$ cat src/rtl/alu_if.sv
// ============================================================================
// Module      : alu_if
// Description : Operand/opcode and result/flag bundle for the execute-stage ALU.
// Revision    : 1.0 - initial release
// ============================================================================
`default_nettype none

interface alu_if;
    logic [3:0]  OpCode;
    logic [31:0] Op1;
    logic [31:0] Op2;
    logic [31:0] Out;
    logic        NFlag;
    logic        ZFlag;
    logic        CFlag;
    logic        VFlag;

    modport master (
        output OpCode, Op1, Op2,
        input  Out, NFlag, ZFlag, CFlag, VFlag
    );

    modport slave (
        input  OpCode, Op1, Op2,
        output Out, NFlag, ZFlag, CFlag, VFlag
    );
endinterface

`default_nettype wire

$ cat src/rtl/alu.sv
// ============================================================================
// Module      : alu
// Description : 32-bit ARMv7 data-processing ALU with registered result/NZCV.
// Revision    : 1.0 - initial release
// ============================================================================
`default_nettype none

module alu (
    input  wire logic clk,
    input  wire logic rst,
    alu_if.slave      bus
);

    localparam logic [3:0] c_AND = 4'd0;
    localparam logic [3:0] c_EOR = 4'd1;
    localparam logic [3:0] c_SUB = 4'd2;
    localparam logic [3:0] c_RSB = 4'd3;
    localparam logic [3:0] c_ADD = 4'd4;
    localparam logic [3:0] c_ADC = 4'd5;
    localparam logic [3:0] c_SBC = 4'd6;
    localparam logic [3:0] c_RSC = 4'd7;
    localparam logic [3:0] c_TST = 4'd8;
    localparam logic [3:0] c_TEQ = 4'd9;
    localparam logic [3:0] c_CMP = 4'd10;
    localparam logic [3:0] c_CMN = 4'd11;
    localparam logic [3:0] c_ORR = 4'd12;
    localparam logic [3:0] c_MOV = 4'd13;
    localparam logic [3:0] c_BIC = 4'd14;
    localparam logic [3:0] c_MVN = 4'd15;

    logic [31:0] r_out;
    logic        r_n;
    logic        r_z;
    logic        r_c;
    logic        r_v;

    logic [31:0] w_a;
    logic [31:0] w_b;
    logic        w_cin;
    logic        w_arith;
    logic [32:0] w_sum;
    logic [31:0] w_result;
    logic        w_v;

    // Operand steering for the single shared adder: subtracts invert one side
    // and feed either a constant 1 or the held carry as the carry-in.
    always_comb begin
        w_a     = bus.Op1;
        w_b     = bus.Op2;
        w_cin   = 1'b0;
        w_arith = 1'b0;
        case (bus.OpCode)
            c_SUB, c_CMP: begin
                w_b     = ~bus.Op2;
                w_cin   = 1'b1;
                w_arith = 1'b1;
            end
            c_RSB: begin
                w_a     = bus.Op2;
                w_b     = ~bus.Op1;
                w_cin   = 1'b1;
                w_arith = 1'b1;
            end
            c_ADD, c_CMN: begin
                w_arith = 1'b1;
            end
            c_ADC: begin
                w_cin   = r_c;
                w_arith = 1'b1;
            end
            c_SBC: begin
                w_b     = ~bus.Op2;
                w_cin   = r_c;
                w_arith = 1'b1;
            end
            c_RSC: begin
                w_a     = bus.Op2;
                w_b     = ~bus.Op1;
                w_cin   = r_c;
                w_arith = 1'b1;
            end
            default: begin
                w_arith = 1'b0;
            end
        endcase
    end

    assign w_sum = {1'b0, w_a} + {1'b0, w_b} + {32'd0, w_cin};
    assign w_v   = (w_a[31] == w_b[31]) && (w_sum[31] != w_a[31]);

    always_comb begin
        w_result = w_sum[31:0];
        case (bus.OpCode)
            c_AND, c_TST: w_result = bus.Op1 & bus.Op2;
            c_EOR, c_TEQ: w_result = bus.Op1 ^ bus.Op2;
            c_ORR:        w_result = bus.Op1 | bus.Op2;
            c_MOV:        w_result = bus.Op2;
            c_BIC:        w_result = bus.Op1 & ~bus.Op2;
            c_MVN:        w_result = ~bus.Op2;
            default:      w_result = w_sum[31:0];
        endcase
    end

    // Logical/move ops keep the previous C and V.
    always_ff @(posedge clk) begin
        if (rst) begin
            r_out <= 32'd0;
            r_n   <= 1'b0;
            r_z   <= 1'b0;
            r_c   <= 1'b0;
            r_v   <= 1'b0;
        end else begin
            r_out <= w_result;
            r_n   <= w_result[31];
            r_z   <= (w_result == 32'd0);
            if (w_arith) begin
                r_c <= w_sum[32];
                r_v <= w_v;
            end
        end
    end

    assign bus.Out   = r_out;
    assign bus.NFlag = r_n;
    assign bus.ZFlag = r_z;
    assign bus.CFlag = r_c;
    assign bus.VFlag = r_v;

endmodule

`default_nettype wire

$ cat src/flat_wrapper.sv
// flat-port wrapper written by rule: the top's interface ports become plain ports
module alu_flat 
  (clk, rst, bus_OpCode, bus_Op1, bus_Op2, bus_Out, bus_NFlag, bus_ZFlag, bus_CFlag, bus_VFlag);
  alu_if bus_i ();
  input  wire logic clk;
  input  wire logic rst;
  input wire logic [$bits(bus_i.OpCode)-1:0] bus_OpCode;
  input wire logic [$bits(bus_i.Op1)-1:0] bus_Op1;
  input wire logic [$bits(bus_i.Op2)-1:0] bus_Op2;
  output wire logic [$bits(bus_i.Out)-1:0] bus_Out;
  output wire logic [$bits(bus_i.NFlag)-1:0] bus_NFlag;
  output wire logic [$bits(bus_i.ZFlag)-1:0] bus_ZFlag;
  output wire logic [$bits(bus_i.CFlag)-1:0] bus_CFlag;
  output wire logic [$bits(bus_i.VFlag)-1:0] bus_VFlag;
  assign bus_i.OpCode = bus_OpCode;
  assign bus_i.Op1 = bus_Op1;
  assign bus_i.Op2 = bus_Op2;
  assign bus_Out = bus_i.Out;
  assign bus_NFlag = bus_i.NFlag;
  assign bus_ZFlag = bus_i.ZFlag;
  assign bus_CFlag = bus_i.CFlag;
  assign bus_VFlag = bus_i.VFlag;
  alu u_core (.clk(clk), .rst(rst), .bus(bus_i));
endmodule
$ cat config.mk
export PLATFORM = sky130hd
export DESIGN_NAME = alu_flat
export DESIGN_NICKNAME = d
export VERILOG_FILES = /design/src/rtl/alu_if.sv /design/src/rtl/alu.sv /design/src/flat_wrapper.sv
export SDC_FILE = /design/constraint.sdc
export NUM_CORES = 1
export LEC_CHECK = 0
export CAP_MARGIN = 5
export CORE_MARGIN = 2
export CORE_UTILIZATION = 47
export CTS_CLUSTER_SIZE = 16
export DETAILED_ROUTE_END_ITERATION = 8
export HOLD_SLACK_MARGIN = 0.02
export PLACE_DENSITY_LB_ADDON = 0.08
export SETUP_SLACK_MARGIN = 0.5
export SYNTH_ARGS = -nofsm -noshare
export SYNTH_HDL_FRONTEND = slang
export SYNTH_SLANG_ARGS = --single-unit
export TNS_END_PERCENT = 30
$ cat constraint.sdc
create_clock -name clk -period 15 [get_ports clk]
set_input_delay 3 -clock clk [delete_from_list [all_inputs] [get_ports clk]]
set_output_delay 3 -clock clk [all_outputs]
set_load 0.03 [all_outputs]
==> impl_results.md, run 1 <==
* Outcome: completed
* Area growth, synth to finish at 19.72%
* Synth async-reset ratio at 0
* Peak supply drop at 0.04165 mV
* Most common flop cell mapped by yosys: dfxtp_1
* Hold endpoint: u_core.bus.VFlag
* Clock-pin slew on the worst setup and hold paths at 0.07 ns
* Number of global-route vias before repair at 6,499
* Largest net degree at the start of global routing at 98
* Crit-path max FO at 97
* Cell taking the most area after synthesis: ha_1
* DIE WIDTH at 119.3 µm
* TritonRoute pass-1 iters at 5
* Nets at 1,144
* CTS H-Tree Depth at 2
* # Post-CTS Setup Buffers at 0
* Post-Synthesis Cells at 947
* Slowest CP cell: a2111oi_1
* Max incr delay on CP at 0.92 ns
* Ranking of synthesized cells by area: ha_1 (13%), o21ai_0 (12%), dfxtp_1 (11%)
* Total power at 0.0005689 W
* Cell family with most CP delay: buffers and inverters
* Initial antenna violation count at 0
* Total negative slack at 0 ns
* Worst setup SP type: input pin
* Via Count at 7,244
* R2R Path Start: u_core.bus.CFlag
* TritonCTS clock tree: done
* Max clock buf depth at 2
* WP data required at 15.23 ns
* CTS sink count at 35
* LEAKAGE at 3.130 nW
* FMAX at 103.2 MHz
* Setup violators final at 0
* #FFs+latches synth at 35
* Post-route minimum period at 9.692 ns
* Top-count cell post-synth: o21ai_0
* RSZ-0062 raised after global routing: false
* Die area at 14,240 µm²
* Final slew viol count at 0
* Hold path depth at 2
* Die Y at 119.3 µm
* Syn nets at 1,082
* CP Launch Point: bus_OpCode[0]
* Vias per cell at 6.113
* ANT cells at 0
* Hold Vio Cnt, Final at 0
* Crit path capture type: flip-flop
* Post-CTS resize count at 0
* GPL Wtd Cong at 0.9627
* Cts hold-fix bufs at 0
* Total power density per cell area at 76.03 nW/µm²
* Latest clock arrival within the worst-skew pair at 0.31 ns
* FP Rows at 42
* DPL Wire Length at 15.80 mm
* Post-Syn Area at 6250 µm²
* Register area share after synthesis at 0.1121
* Num CTS Buffers at 5
* Starting Density at 0.4757
* Critical Path AT at 9.93 ns
* Hold path startpoint: u_core.bus.VFlag
* Num ports at 106
* Core area at 13,140 µm²
* Synthesis Warnings at 0
* CP most frequent cell: buf_4
* FILL cells at 1,351
* Count of cell types in the netlist at 78
* Share of cells above drive strength 1 at 0.04757
* Worst clock skew at 0.02003 ns
* Post-Route WL at 21.60 mm
* GRT Residual Overflow at 0
* Crit-path cells: clkdlybuf4s50_1 > buf_4 > inv_1 > or3_2 > buf_4 > o21ai_2 > buf_4 > nand2_1 > o21ai_0 > o21ai_0 > ha_1 > nand2_1 > nor2_1 > a31oi_1 > buf_4 > a2111oi_1 > or2_2 > o31a_1 > o2111ai_1 > nor4_1 > and4_1
* First-pass GRT wire length at 33.96 mm
* FF-to-FF End: u_core.bus.ZFlag
* WP buf/inv at 6
* CTS root buf: clkbuf_16
* R2R depth at 14
* DRC Markers at 0
* Post-DRT Antenna Nets at 0
* Port-buffer cells at 105
* Total Routing Usage GR at 0.3004
* Wire per inst at 18.23 µm
* Slew HR at 0.2808
* EDFF count, synth at 0
* Synth Area per Inst at 6.600 µm²
* Worst Tran Pin Value at 1.076 ns
* Critical path type: in -> reg
* Synth top area share at 0.1261
* Fin crit share at 0.6461
* Synth top cells by count: o21ai_0 (144), nand2_1 (130), inv_1 (73), a21oi_1 (64), ha_1 (63)
* Max_cap viols at 0
* DR iter-0 viols at 704
* Worst min path class: reg -> reg
* Register-to-register setup slack at 10.24 ns
layout by cell type (no fill, tap or decap), types with 5 or more instances in the layout:
master,count
buf_4,12
clkdlybuf4s50_1,104
inv_1,73
nand2_1,130
xnor2_1,21
clkbuf_16,5
nor3_1,12
o221ai_1,6
ha_1,63
or3_1,9
o211ai_1,6
o22ai_1,10
mux2i_1,5
nor2b_1,15
xor2_1,23
a21oi_1,64
o2111ai_1,7
o21a_1,6
a211oi_1,12
nor2_1,59
nand2b_1,6
and2_1,5
o31ai_1,7
a32oi_1,7
or2_2,7
nand4b_1,6
nand3_1,16
a21o_1,10
a31oi_1,11
dfxtp_1,35
o21ai_0,144
nand4_1,14
report_power, final:
| group | switching [W] | internal [W] | leakage, nW |
|---|---|---|---|
| registers | 0.00000303 | 0.000106 | 0.290 |
| clock network | 0.0000441 | 0.0000649 | 0.0727 |
| logic | 0.000211 | 0.000140 | 2.77 |
| total | 0.000258 | 0.000310 | 3.13 |
cell families (layout without fill, tap and decap cells):
family	after synthesis	after routing	synth area share
compound gates	348	348	0.3502
flops	35	35	0.1121
xor+xnor	44	44	0.06166
simple gates	313	313	0.2412
buf+inv	135	197	0.09069
fa+ha+maj	65	65	0.1325
mux	7	7	0.01161
routing by layer:
layer	GRT usage	share of wire	vias to the layer above
met3	0.06513	0.097	36
met1	0.4211	0.45	3310
met4	0.07500	0.017	0
met2	0.4680	0.43	342
li1	-	-	3556
met5	0	0	-
stage by stage:
step | cell area (µm²) | util | instances | worst slack [ns] | hold slack (ns)
4_1_cts | 7482 | 0.5695 | 1185 | 5.638 | 0.4739
3_5_place_dp | 7338 | 0.5586 | 1178 | 5.354 | 0.4525
2_1_floorplan | 6250 | - | 947 | 6.917 | 0.5836
6_report | 7482 | 0.5695 | 1185 | 5.308 | 0.4757
5_1_grt | 7482 | 0.5695 | 1185 | 5.003 | 0.5194
3_3_place_gp | 7338 | 0.5586 | 1178 | 5.549 | 0.4579
worst max path at each step:
stage	slack, ns	to	cells after the start
final	5.31	u_core.bus.ZFlag	21
after global routing	5.00	u_core.bus.ZFlag	21
after CTS	5.64	u_core.bus.ZFlag	21
after detailed placement	5.35	u_core.bus.ZFlag	21
after global placement	5.55	u_core.bus.ZFlag	21
after floorplan	6.92	u_core.bus.ZFlag	23
layout make-up:
cell class,instances,area [µm²],area share
Tap cell,176,220.2,0.02943
Inverter,73,274.0,0.03662
Multi-Input combinational cell,777,5007,0.6692
Clock buffer,6,138.9,0.01856
Clock inverter,1,5.005,0.0006689
Sequential cell,35,700.7,0.09365
Timing Repair Buffer,117,1136,0.1518
tightest hold or removal path: stages, from the launching register on:
cell and delay (ns):
dfxtp_1 0.32, nand2_1 0.05, a21oi_1 0.06
flip-flops by register name (all words and copies together) (netlist names):
signal            count
u_core.bus.Out       31
u_core.bus.CFlag      1
u_core.bus.NFlag      1
u_core.bus.VFlag      1
u_core.bus.ZFlag      1
Power figures use the tool's default switching activity.
==> run 2: changes to the inputs <==
Clock period 15 ns to 8.84 ns, I/O delays scaled along.
==> impl_results.md, run 2 (synthesis gave the netlist of run 1 again) <==
* Cts hold-fix bufs at 0 (unchanged)
* Post-route minimum period at 7.163 ns
* Max_cap viols at 0 (unchanged)
* Num ports at 106 (unchanged)
* TritonCTS clock tree: done
* Total negative slack at 0 ns (unchanged)
* Fin crit share at 0.8103
* Slowest CP cell: or4_1
* Via Count at 7,241 (-0.041%)
* Clock-pin slew on the worst setup and hold paths at 0.07 ns (about the same)
* CTS sink count at 35 (unchanged)
* WP buf/inv at 5 (-1)
* Total Routing Usage GR at 0.2939 (-0.006537)
* Peak supply drop at 0.06241 mV (+50%)
* CTS H-Tree Depth at 2 (unchanged)
* Outcome: completed
* Worst Tran Pin Value at 1.172 ns (+0.09561 ns)
* Max clock buf depth at 2 (unchanged)
* Port-buffer cells at 105 (unchanged)
* Cell family with most CP delay: simple AND/OR/NAND/NOR gates
* Commonest cells after routing, fill and taps aside: o21ai_0 (144), nand2_1 (130), clkdlybuf4s50_1 (104), inv_1 (73), a21oi_1 (64)
* # Post-CTS Setup Buffers at 0 (unchanged)
* CP most frequent cell: o21ai_0
* Area after DPL at 7361 µm² (+0.31%)
* DPL Wire Length at 15.67 mm (-0.78%)
* Crit-path cells: clkdlybuf4s50_1 > inv_1 > buf_4 > nand2_1 > nor2_2 > buf_4 > o21ai_0 > o21ai_0 > inv_1 > fa_1 > nand2b_1 > a211oi_1 > o21ai_0 > a31oi_1 > o2111ai_1 > or4_1 > or4_1 > nor4_1 > and4_1
* DRC Markers at 0 (unchanged)
* Total power at 0.0009602 W (+69%)
* Crit path capture type: flip-flop
* Hold endpoint: u_core.bus.VFlag
* DR iter-0 viols at 589 (-16%)
* Worst setup margin at 1.677 ns (-3.631 ns)
* Max reg flops at 31 (unchanged)
* Latest clock arrival within the worst-skew pair at 0.30 ns (about the same)
* Worst setup SP type: input pin
* Largest net degree at the start of global routing at 72 (-27%)
* Num CTS Buffers at 5 (unchanged)
* LEAKAGE at 3.144 nW (+0.45%)
* DIE WIDTH at 119.3 µm (unchanged)
* Share of cells above drive strength 1 at 0.05040 (+0.002823)
* Initial antenna violation count at 0 (unchanged)
* GRT Residual Overflow at 0 (unchanged)
* RSZ-0062 raised after global routing: false
* Post-Route WL at 21.41 mm (-0.87%)
* Core area at 13,140 µm² (unchanged)
* Post-DRT Antenna Nets at 0 (unchanged)
* ANT cells at 0 (unchanged)
* Total power density per cell area at 127.9 nW/µm² (+68%)
* Post-Place Setup Slack at 1.486 ns (-3.868 ns)
* Worst min path class: reg -> reg
* GPL Wtd Cong at 0.9507 (-1.2%)
* Slew HR at 0.2155 (-0.06535)
* Max incr delay on CP at 0.55 ns (-0.37 ns)
* Vias per cell at 6.095 (-0.29%)
* Setup violators final at 0 (unchanged)
* Crit-path max FO at 17 (-82%)
* WP data required at 9.08 ns (-6.15 ns)
* Commonest non-fill, non-tap cell in the layout: o21ai_0
* Final slew viol count at 0 (unchanged)
* Nets at 1,147 (+0.26%)
* R2R Path Start: u_core.bus.CFlag
* Post-CTS resize count at 0 (unchanged)
* Hold path depth at 2 (unchanged)
* FF-to-FF End: u_core.bus.ZFlag
* CTS root buf: clkbuf_16
* TritonRoute pass-1 iters at 5 (unchanged)
* Worst clock skew at 0.01170 ns (-0.008328 ns)
* FP Rows at 42 (unchanged)
* Die Y at 119.3 µm (unchanged)
* Die area at 14,240 µm² (unchanged)
* Area growth, synth to finish at 20.08%
* Critical path type: in -> reg
* First-pass GRT wire length at 33.64 mm (-0.93%)
* Starting Density at 0.4757 (unchanged)
* Hold path startpoint: u_core.bus.VFlag
* Register-to-register setup slack at 4.37 ns (-5.87 ns)
* Number of global-route vias before repair at 6,256 (-3.7%)
* Final instance area at 7505 µm² (+0.30%)
* Hold Vio Cnt, Final at 0 (unchanged)
* FMAX at 139.6 MHz
* R2R depth at 14 (unchanged)
* Critical Path AT at 7.40 ns (-2.53 ns)
* Wire per inst at 18.02 µm (-1.1%)
==> run 2: cell count changes in the layout (fill, tap and decap cells not counted) <==
cell   delta
buf_4     +3
==> run 2: power breakdown <==
part / internal (W) / switching (W)
logic: 0.000237 / 0.000353
clock network: 0.000110 / 0.0000742
registers: 0.000179 / 0.00000594
==> run 2: worst max-delay path by stage <==
stage	startpoint	endpoint	slack [ns]	depth (start not counted)
finish	bus_OpCode[0]	u_core.bus.ZFlag	1.68	19
global route	bus_OpCode[0]	u_core.bus.ZFlag	1.34	19
CTS	bus_OpCode[0]	u_core.bus.ZFlag	1.80	19
detailed placement	bus_OpCode[0]	u_core.bus.ZFlag	1.49	19
global placement	bus_OpCode[0]	u_core.bus.ZFlag	1.76	19
floorplan	bus_OpCode[1]	u_core.bus.ZFlag	1.99	23
==> run 2: final cells by class <==
| cell class | count | area, µm² |
|---|---|---|
| fillers | 1348 | 5633 |
| multi-input cells | 777 | 5007 |
| repair buffers | 120 | 1159 |
| flip-flops and latches | 35 | 700.7 |
| inverters | 73 | 274.0 |
| well taps | 176 | 220.2 |
| clock buffers | 6 | 138.9 |
| clock inverters | 1 | 5.005 |
==> run 2: worst reg2reg max path, delay by kind of cell (launching register included) <==
family / cells / cell delay [ns]
buffers and inverters: 1 / 0.08
AO/OA/AOI/OAI: 6 / 1.33
flip-flops: 1 / 0.39
adder cells (fa/ha/maj): 2 / 0.71
AND/OR/NAND/NOR: 5 / 1.90
==> run 2: stage by stage <==
step | std cells | utilization | hold WS (ns)
finish | 1188 | 0.5712 | 0.4764
global route | 1188 | 0.5712 | 0.5255
CTS | 1188 | 0.5712 | 0.4737
detailed placement | 1181 | 0.5603 | 0.4521
global placement | 1181 | 0.5603 | 0.4536
floorplan | 947 | - | 0.5836
==> run 2: routing by layer <==
metal  share of wire  global-route usage
met1            0.45              0.4193
met2            0.43              0.4529
met3           0.086             0.04646
met4           0.026             0.09118
met5               0                   0
